File: src/rtl/cache_miss_arbiter_if.sv
// cache_miss_arbiter_if: miss requests, memory read/return and cache fill signals around the arbiter
interface cache_miss_arbiter_if #(parameter int WORDS = 8, parameter int ADDR_W = 16, parameter int DATA_W = 16);
  logic i_miss, d_miss, mem_data_valid, mem_rd_en, i_stall, d_stall;
  logic fill_i_we, fill_d_we, tag_i_we, tag_d_we, busy;
  logic [ADDR_W-1:0] i_miss_addr, d_miss_addr, mem_addr;
  logic [DATA_W-1:0] mem_data_in, fill_data;
  logic [$clog2(WORDS)-1:0] fill_word;
  modport slave (
    input i_miss, i_miss_addr, d_miss, d_miss_addr, mem_data_valid, mem_data_in,
    output mem_rd_en, mem_addr, i_stall, d_stall, fill_i_we, fill_d_we, fill_word, fill_data,
    output tag_i_we, tag_d_we, busy
  );
  modport master (
    output i_miss, i_miss_addr, d_miss, d_miss_addr, mem_data_valid, mem_data_in,
    input mem_rd_en, mem_addr, i_stall, d_stall, fill_i_we, fill_d_we, fill_word, fill_data,
    input tag_i_we, tag_d_we, busy
  );
endinterface

File: src/rtl/cache_miss_arbiter.sv
// cache_miss_arbiter: round-robin I/D miss arbitration, block read issue and cache fill steering
module cache_miss_arbiter #(
  parameter int WORDS = 8,
  parameter int ADDR_W = 16,
  parameter int DATA_W = 16
) (
  input logic clk,
  input logic rst,
  cache_miss_arbiter_if.slave b
);
  localparam int LW = $clog2(WORDS);
  localparam int BW = ADDR_W - LW - 1;
  typedef enum logic [2:0] {IDLE, FILL_I, FILL_D, DONE_I, DONE_D} state_t;
  state_t state_q;
  logic last_d_q;
  logic [LW:0] req_q, resp_q;
  logic [BW-1:0] blk_q;
  logic filling, fill_d, req, ret, last, grant_d;
  assign filling = state_q == FILL_I || state_q == FILL_D;
  assign fill_d = state_q == FILL_D;
  assign req = filling && !req_q[LW];
  // a return with no outstanding request is an excess word and is dropped
  assign ret = filling && b.mem_data_valid && resp_q != req_q;
  assign last = ret && resp_q == (LW+1)'(WORDS - 1);
  assign grant_d = b.d_miss && (!b.i_miss || !last_d_q);
  assign b.mem_rd_en = req;
  assign b.mem_addr = req ? {blk_q, req_q[LW-1:0], 1'b0} : '0;
  assign b.fill_i_we = ret && !fill_d;
  assign b.fill_d_we = ret && fill_d;
  assign b.fill_word = resp_q[LW-1:0];
  assign b.fill_data = b.mem_data_in;
  assign b.tag_i_we = last && !fill_d;
  assign b.tag_d_we = last && fill_d;
  assign b.busy = state_q != IDLE;
  assign b.i_stall = (b.i_miss && state_q != DONE_I) || state_q == FILL_I;
  assign b.d_stall = (b.d_miss && state_q != DONE_D) || state_q == FILL_D;
  always_ff @(posedge clk or posedge rst) begin
    if (rst) begin
      state_q <= IDLE;
      last_d_q <= 1'b0;
      req_q <= '0;
      resp_q <= '0;
      blk_q <= '0;
    end else begin
      case (state_q)
        IDLE: if (b.i_miss || b.d_miss) begin
          state_q <= grant_d ? FILL_D : FILL_I;
          blk_q <= grant_d ? b.d_miss_addr[ADDR_W-1:LW+1] : b.i_miss_addr[ADDR_W-1:LW+1];
          req_q <= '0;
          resp_q <= '0;
        end
        FILL_I, FILL_D: begin
          if (req) req_q <= req_q + 1'b1;
          if (ret) resp_q <= resp_q + 1'b1;
          if (last) begin
            state_q <= fill_d ? DONE_D : DONE_I;
            last_d_q <= fill_d;
          end
        end
        default: state_q <= IDLE;
      endcase
    end
  end
endmodule
File: src/flat_wrapper.sv
// flat-port wrapper written by rule: the top's interface ports become plain ports
module cache_miss_arbiter_flat 
#(
  parameter int WORDS = 8,
  parameter int ADDR_W = 16,
  parameter int DATA_W = 16
)
  (clk, rst, b_i_miss, b_i_miss_addr, b_d_miss, b_d_miss_addr, b_mem_data_valid, b_mem_data_in, b_mem_rd_en, b_mem_addr, b_i_stall, b_d_stall, b_fill_i_we, b_fill_d_we, b_fill_word, b_fill_data, b_tag_i_we, b_tag_d_we, b_busy);
  cache_miss_arbiter_if #(.WORDS(WORDS), .ADDR_W(ADDR_W), .DATA_W(DATA_W)) b_i ();
  input logic clk;
  input logic rst;
  input wire logic [$bits(b_i.i_miss)-1:0] b_i_miss;
  input wire logic [$bits(b_i.i_miss_addr)-1:0] b_i_miss_addr;
  input wire logic [$bits(b_i.d_miss)-1:0] b_d_miss;
  input wire logic [$bits(b_i.d_miss_addr)-1:0] b_d_miss_addr;
  input wire logic [$bits(b_i.mem_data_valid)-1:0] b_mem_data_valid;
  input wire logic [$bits(b_i.mem_data_in)-1:0] b_mem_data_in;
  output wire logic [$bits(b_i.mem_rd_en)-1:0] b_mem_rd_en;
  output wire logic [$bits(b_i.mem_addr)-1:0] b_mem_addr;
  output wire logic [$bits(b_i.i_stall)-1:0] b_i_stall;
  output wire logic [$bits(b_i.d_stall)-1:0] b_d_stall;
  output wire logic [$bits(b_i.fill_i_we)-1:0] b_fill_i_we;
  output wire logic [$bits(b_i.fill_d_we)-1:0] b_fill_d_we;
  output wire logic [$bits(b_i.fill_word)-1:0] b_fill_word;
  output wire logic [$bits(b_i.fill_data)-1:0] b_fill_data;
  output wire logic [$bits(b_i.tag_i_we)-1:0] b_tag_i_we;
  output wire logic [$bits(b_i.tag_d_we)-1:0] b_tag_d_we;
  output wire logic [$bits(b_i.busy)-1:0] b_busy;
  assign b_i.i_miss = b_i_miss;
  assign b_i.i_miss_addr = b_i_miss_addr;
  assign b_i.d_miss = b_d_miss;
  assign b_i.d_miss_addr = b_d_miss_addr;
  assign b_i.mem_data_valid = b_mem_data_valid;
  assign b_i.mem_data_in = b_mem_data_in;
  assign b_mem_rd_en = b_i.mem_rd_en;
  assign b_mem_addr = b_i.mem_addr;
  assign b_i_stall = b_i.i_stall;
  assign b_d_stall = b_i.d_stall;
  assign b_fill_i_we = b_i.fill_i_we;
  assign b_fill_d_we = b_i.fill_d_we;
  assign b_fill_word = b_i.fill_word;
  assign b_fill_data = b_i.fill_data;
  assign b_tag_i_we = b_i.tag_i_we;
  assign b_tag_d_we = b_i.tag_d_we;
  assign b_busy = b_i.busy;
  cache_miss_arbiter #(.WORDS(WORDS), .ADDR_W(ADDR_W), .DATA_W(DATA_W)) u_core (.clk(clk), .rst(rst), .b(b_i));
endmodule
File: config.mk
export PLATFORM = sky130hd
export DESIGN_NAME = cache_miss_arbiter_flat
export DESIGN_NICKNAME = d
export VERILOG_FILES = /design/src/rtl/cache_miss_arbiter_if.sv /design/src/rtl/cache_miss_arbiter.sv /design/src/flat_wrapper.sv
export SDC_FILE = /design/constraint.sdc
export NUM_CORES = 1
export LEC_CHECK = 0
export ABC_AREA = 0
export CAP_MARGIN = 20
export CORE_ASPECT_RATIO = 0.75
export CORE_MARGIN = 2
export CORE_UTILIZATION = 34
export DETAILED_ROUTE_END_ITERATION = 12
export PLACE_DENSITY = 0.79
export SLEW_MARGIN = 20
export SYNTH_ARGS = -nofsm -noshare
export SYNTH_HDL_FRONTEND = slang
export SYNTH_SLANG_ARGS = --single-unit
File: constraint.sdc
create_clock -name clk -period 2 [get_ports clk]
set_clock_uncertainty 0.2 [all_clocks]
set_input_delay 0.5 -clock clk [delete_from_list [all_inputs] [get_ports clk]]
set_output_delay 0.5 -clock clk [all_outputs]
set_load 0.02 [all_outputs]
**After elaboration in Yosys (flattened, before gate mapping)**

Index checks and enable logic that the tools add are counted.

- Muxes and demuxes: 12
- Reductions and logical operators: 29
- Add/sub/neg operators: 2
- Equal/unequal tests: 10

Operator list:

| cell | count |
|---|---|
| $mux 16 | 1 |
| $pmux 4 s2 | 2 |
| $mux 12 | 1 |
| $mux 4 | 3 |
| $logic_and 1x1->1 | 11 |
| $mux 3 | 3 |
| $add 4x1->4 const B | 2 |
| $ne 2x1->1 const B | 4 |
| $pmux 3 s2 | 1 |
| $reduce_and 2->1 | 3 |
| $reduce_and 3->1 | 2 |
| $logic_or 1x1->1 | 5 |
| $eq 4x3->1 const B | 1 |
| $logic_not 1->1 | 4 |
| $ne 4x4->1 | 1 |
| $eq 3x1->1 const B | 1 |
| $eq 3x2->1 const B | 1 |
| $logic_not 3->1 | 1 |
| $ne 3x2->1 const B | 1 |
| $ne 3x3->1 const B | 1 |
| $reduce_bool 3->1 | 1 |
| $mux 2 | 1 |
| $reduce_bool 2->1 | 1 |
| $reduce_or 2->1 | 1 |

- Output and inout port bits: 43
- Flip-flop bits (word level): 24
- Bits of input ports: 53

**Depth between registers and ports, before layout**

- Depth after elaboration: 7
- Depth in mapped cells: 6
- Mapped depth without buffers: 4

**Worst setup path before layout**

No wires, ideal clock.

- Path type: reg2out
- Start point: reg u_core.resp_q[3]
- End point: out b_fill_d_we
- Cell stages (with the launch flop): 5
- Setup slack: -0.201 ns
- Data required time: 1.300 ns
- Arrival time: 1.501 ns
- Cell sequence: dfrtp_1 xnor2_1 nand4_1 nand2_1 nor4_1

- Cells in the longest elaborated chain, start to end: 3

RTL lines:

| item | RTL line | RTL |
|---|---|---|
| from (decl) | cache_miss_arbiter.sv:16 | `logic [LW:0] req_q, resp_q;` |
| from (signal assigned) | cache_miss_arbiter.sv:54 | `if (ret) resp_q <= resp_q + 1'b1;` |
| $ne 4x4->1 | cache_miss_arbiter.sv:23 | `assign ret = filling && b.mem_data_valid && resp_q != req_q;` |
| $logic_and 1x1->1 | cache_miss_arbiter.sv:23 |  |
| $logic_and 1x1->1 | cache_miss_arbiter.sv:29 | `assign b.fill_d_we = ret && fill_d;` |
| to (decl) | flat_wrapper.sv:23 | `output wire logic [$bits(b_i.fill_d_we)-1:0] b_fill_d_we;` |

Every way passes these cells.

**Worst setup path after layout**

- Start point: reg u_core.state_q[1]
- End point: out b_tag_d_we

- Cells in the longest elaborated chain, start to end: 6
- Elaborated cells between the ends (all ways): 7
- Classes of those cells: 2 x eq/ne; 5 x reduce/logical

RTL lines:

| item | RTL line | RTL |
|---|---|---|
| from (decl) | cache_miss_arbiter.sv:14 | `state_t state_q;` |
| from (signal assigned) | cache_miss_arbiter.sv:47 | `state_q <= grant_d ? FILL_D : FILL_I;` |
| from (signal assigned) | cache_miss_arbiter.sv:56 | `state_q <= fill_d ? DONE_D : DONE_I;` |
| $eq 3x1->1 / $eq 3x2->1 (equally long branches) | cache_miss_arbiter.sv:19, cache_miss_arbiter.sv:20 |  |
| $logic_or 1x1->1 | cache_miss_arbiter.sv:19 | `assign filling = state_q == FILL_I \|\| state_q == FILL_D;` |
| $logic_and 1x1->1 (2 in series) | cache_miss_arbiter.sv:23 |  |
| $logic_and 1x1->1 | cache_miss_arbiter.sv:24 | `assign last = ret && resp_q == (LW+1)'(WORDS - 1);` |
| $logic_and 1x1->1 (*) | cache_miss_arbiter.sv:33 | `assign b.tag_d_we = last && fill_d;` |
| to (decl) | flat_wrapper.sv:27 | `output wire logic [$bits(b_i.tag_d_we)-1:0] b_tag_d_we;` |

Every way passes the cells marked *; elsewhere a longest branch is shown, timed or not.

==> flow_summary_export.csv <==
group,metric,value,unit
drt,route.vias.total,1533,
logic_synthesis,synth.avg_cell_area,9.10,µm²
sta,fin_crit,2290,ps
sta,timing.final.crit_share,1.15,
logic_synthesis,synth-async-reset-ratio,1.00,
logic_synthesis,netlist.area_leader.share,0.373,
logic_synthesis,synth_area,1610,µm²
global_route,grt_pass1_vias,1508,
finish,area_growth,72.5,%
logic_synthesis,synth-edff-count,0,
sta,final-hold-violation-count,0,
power_and_ir_drop,p_per_area,1500,nW/µm²
logic_synthesis,synth_top_family_by_area,"simple AND/OR/NAND/NOR gates",
finish,antenna_cells,0,
die,die_y,63.6,µm
power_and_ir_drop,p_leak,1.29,nW
drt,routed_wl,4530,µm
sta,timing.fmax,0.436,GHz
critical_path,cp-start-kind,"flop",
logic_synthesis,synth_cell_type_count,42,
finish,final_nets,316,
global_route,antenna_found_initial,0,
logic_synthesis,yosysWarnings,0,
clock_tree,clockRootBuffer,"clkbuf_8",
logic_synthesis,ys_ff_latch,24,
global_route,grt_pass1_wl,7370,µm
clock_tree,ctsHoldBuffers,0,
die,num_io_pins,96,
sta,finalSetupViolCount,24,
global_route,grt.total_usage,0.172,
placement,io_buffers,54,
worst_hold_path,min_path_type,"reg -> reg",
placement,dpl.hpwl,2880,µm
die,row_count,21,
die,die_area,5310,µm²
run_status,outcome,"finished with violations",
power_and_ir_drop,p_switching,1.68,mW
logic_synthesis,synthCells,177,
power_and_ir_drop,pwr-share-seq,0.215,
clock_tree,cts_sinks,24,
run_status,violations,"setup timing",
job,cap_violations,0,
critical_path,critical_path_class,"reg -> out",
drt,wl_per_cell,14.3,µm
power_and_ir_drop,p_clk_frac,0.067,
drt,vias_per_cell,4.85,
logic_synthesis,synth_most_common_cell,"dfrtp_1",
clock_tree,htreeDepth,1,
drt,first_iter_violations,57,
sta,grt_setup_unrepaired,"true",
logic_synthesis,synthTopCellsByCount,"dfrtp_1, buf_4, nand2_1, and2_1, o21ai_1",
global_route,grt-ovfl-total,0,
placement,placed_area,2340,µm²
clock_tree,cts_tree,"built",
critical_path,cp-end-kind,"output port",
sta,setup_slack,-294,ps
placement,gp_congestion,0.768,
die,initial_core_util,0.356,
clock_tree,cts_buffers,3,
power_and_ir_drop,ir_drop,0.825,mV
clock_tree,clk-insertion-delay-late,260,ps
logic_synthesis,synth_compound_area_frac,0.124,
clock_tree,cts_buffer_depth,2,
sta,slew_viol_final,0,
critical_path,cp.arrival,1590,ps
logic_synthesis,yosys.area_share.simple,0.224,
die,core_area,4520,µm²
finish,fin_area,2780,µm²
critical_path,worstPathMaxFanout,3,
power_and_ir_drop,intPower,2.48,mW
die,die_x,83.5,µm
power_and_ir_drop,p_sw_frac,0.404,
logic_synthesis,post_synth_mux_area_share,0.0901,
power_and_ir_drop,p_comb_frac,0.717,
drt,postRouteAntennaNets,0,
clock_tree,clkTransAtPathRegs,80,ps
critical_path,cp_data_required_time,1300,ps
drt,drtPass1Iterations,4,
logic_synthesis,synthFlopType,"dfrtp_1",
drt,route.detailed.drc,0,
logic_synthesis,synth_top_area_cell,"dfrtp_1",
logic_synthesis,synthAdderAreaFrac,0.0155,
logic_synthesis,syn_nets,232,
placement,place_ws,-675,ps
logic_synthesis,yosysSeqAreaShare,0.373,
global_route,grt_max_degree,25,
finish,drive_gt1_frac,0.471,
logic_synthesis,synth-xor-area-share,0.0319,
finish,utilization,0.615,
finish,fillerInstances,392,
logic_synthesis,synthTopCellsByArea,"dfrtp_1, buf_4, mux2i_1, and2_1, nand2_1",
cell families after synthesis:
group                      after synthesis
AOI/OAI and AO/OA                       32
xor gates and xnor gates                 5
adders and majority gates                2
buffers and inverters                   36
DFF                                     24
muxes                                   14
other                                    1
and+or+nand+nor                         63
cell usage in the layout (no fill, tap or decap), types with 2 or more instances in the layout:
cell type / count
nor2_4: 3
mux2i_1: 13
nor4_2: 3
buf_6: 30
nor2_1: 4
dfrtp_1: 19
clkdlybuf4s50_1: 25
dfrtp_2: 5
o22ai_1: 2
a21oi_1: 3
nand4_1: 3
and2_4: 14
buf_2: 2
o21ai_1: 15
nor4_4: 2
clkbuf_8: 3
nor3_1: 3
buf_4: 40
buf_12: 4
xnor2_1: 2
nand2_1: 20
xnor2_2: 2
inv_1: 7
dlygate4sd2_1: 4
o211ai_1: 2
per-stage QoR:
stage | power [mW] | cells | TNS [ps] | hold slack [ps]
floorplan | 2.26 | 177 | -1390 | 247
global placement | 3.12 | 295 | -13210 | 259
detailed placement | 3.18 | 295 | -14080 | 269
CTS | 4.01 | 311 | -6150 | 299
global route | 4.48 | 316 | -7770 | 327
finish | 4.16 | 316 | -5780 | 291
worst paths after layout:
kind	cells after the start	startpoint	slack (ps)	endpoint
worst max-delay path	5	u_core.state_q[1]	-290	b_tag_d_we
worst min register to register	2	u_core.blk_q[5]	290	u_core.blk_q[5]
min in group asynchronous	3	rst	380	u_core.blk_q[9]
max in group asynchronous	3	rst	960	u_core.resp_q[3]
worst max register to register	6	u_core.state_q[1]	-30	u_core.req_q[2]
worst min-delay path	2	u_core.blk_q[5]	290	u_core.blk_q[5]
flip-flops by register name, indices dropped and copies added, names as in the netlist:
signal           cells
u_core.resp_q        4
u_core.req_q         4
u_core.last_d_q      1
u_core.state_q       3
u_core.blk_q        12
worst max-delay path, stage by stage (launching register included):
cell and delay, ps:
dfrtp_2 450, xnor2_4 180, nor4b_4 300, nand4_4 170
nor2_4 120, buf_6 120
final cells by class:
type / instances / area (µm²) / area share
inverters: 8 / 35.0 / 0.0126
well taps: 57 / 71.3 / 0.0257
multi-input cells: 117 / 987 / 0.355
flip-flops and latches: 24 / 607 / 0.218
clock buffers: 3 / 41.3 / 0.0149
repair buffers: 107 / 1040 / 0.373
power groups by stage:
stage                     clock, mW  combinational (mW)  sequential, mW
final                         0.281                2.99           0.896
after global routing          0.320                3.22           0.935
after global placement            0                2.27           0.853
after CTS                     0.293                2.83           0.886
after floorplan                   0                1.39           0.869
after detailed placement          0                2.31           0.869
what timing repair did:
| action | 4_1_cts | 5_1_grt |
|---|---|---|
| gates resized for setup | 187 | 23 |
| cloned | 2 | 0 |
| buffers inserted | 11 | 8 |
| endpoints found under the setup margin | 28 | 38 |
| pin swaps | 20 | 11 |
metal layers:
metal  GRT usage  part of all wire
met5           0                 0
met1       0.234              0.45
met3      0.0419             0.054
met4      0.0524             0.012
met2       0.273              0.48
Power figures use the tool's default switching activity.
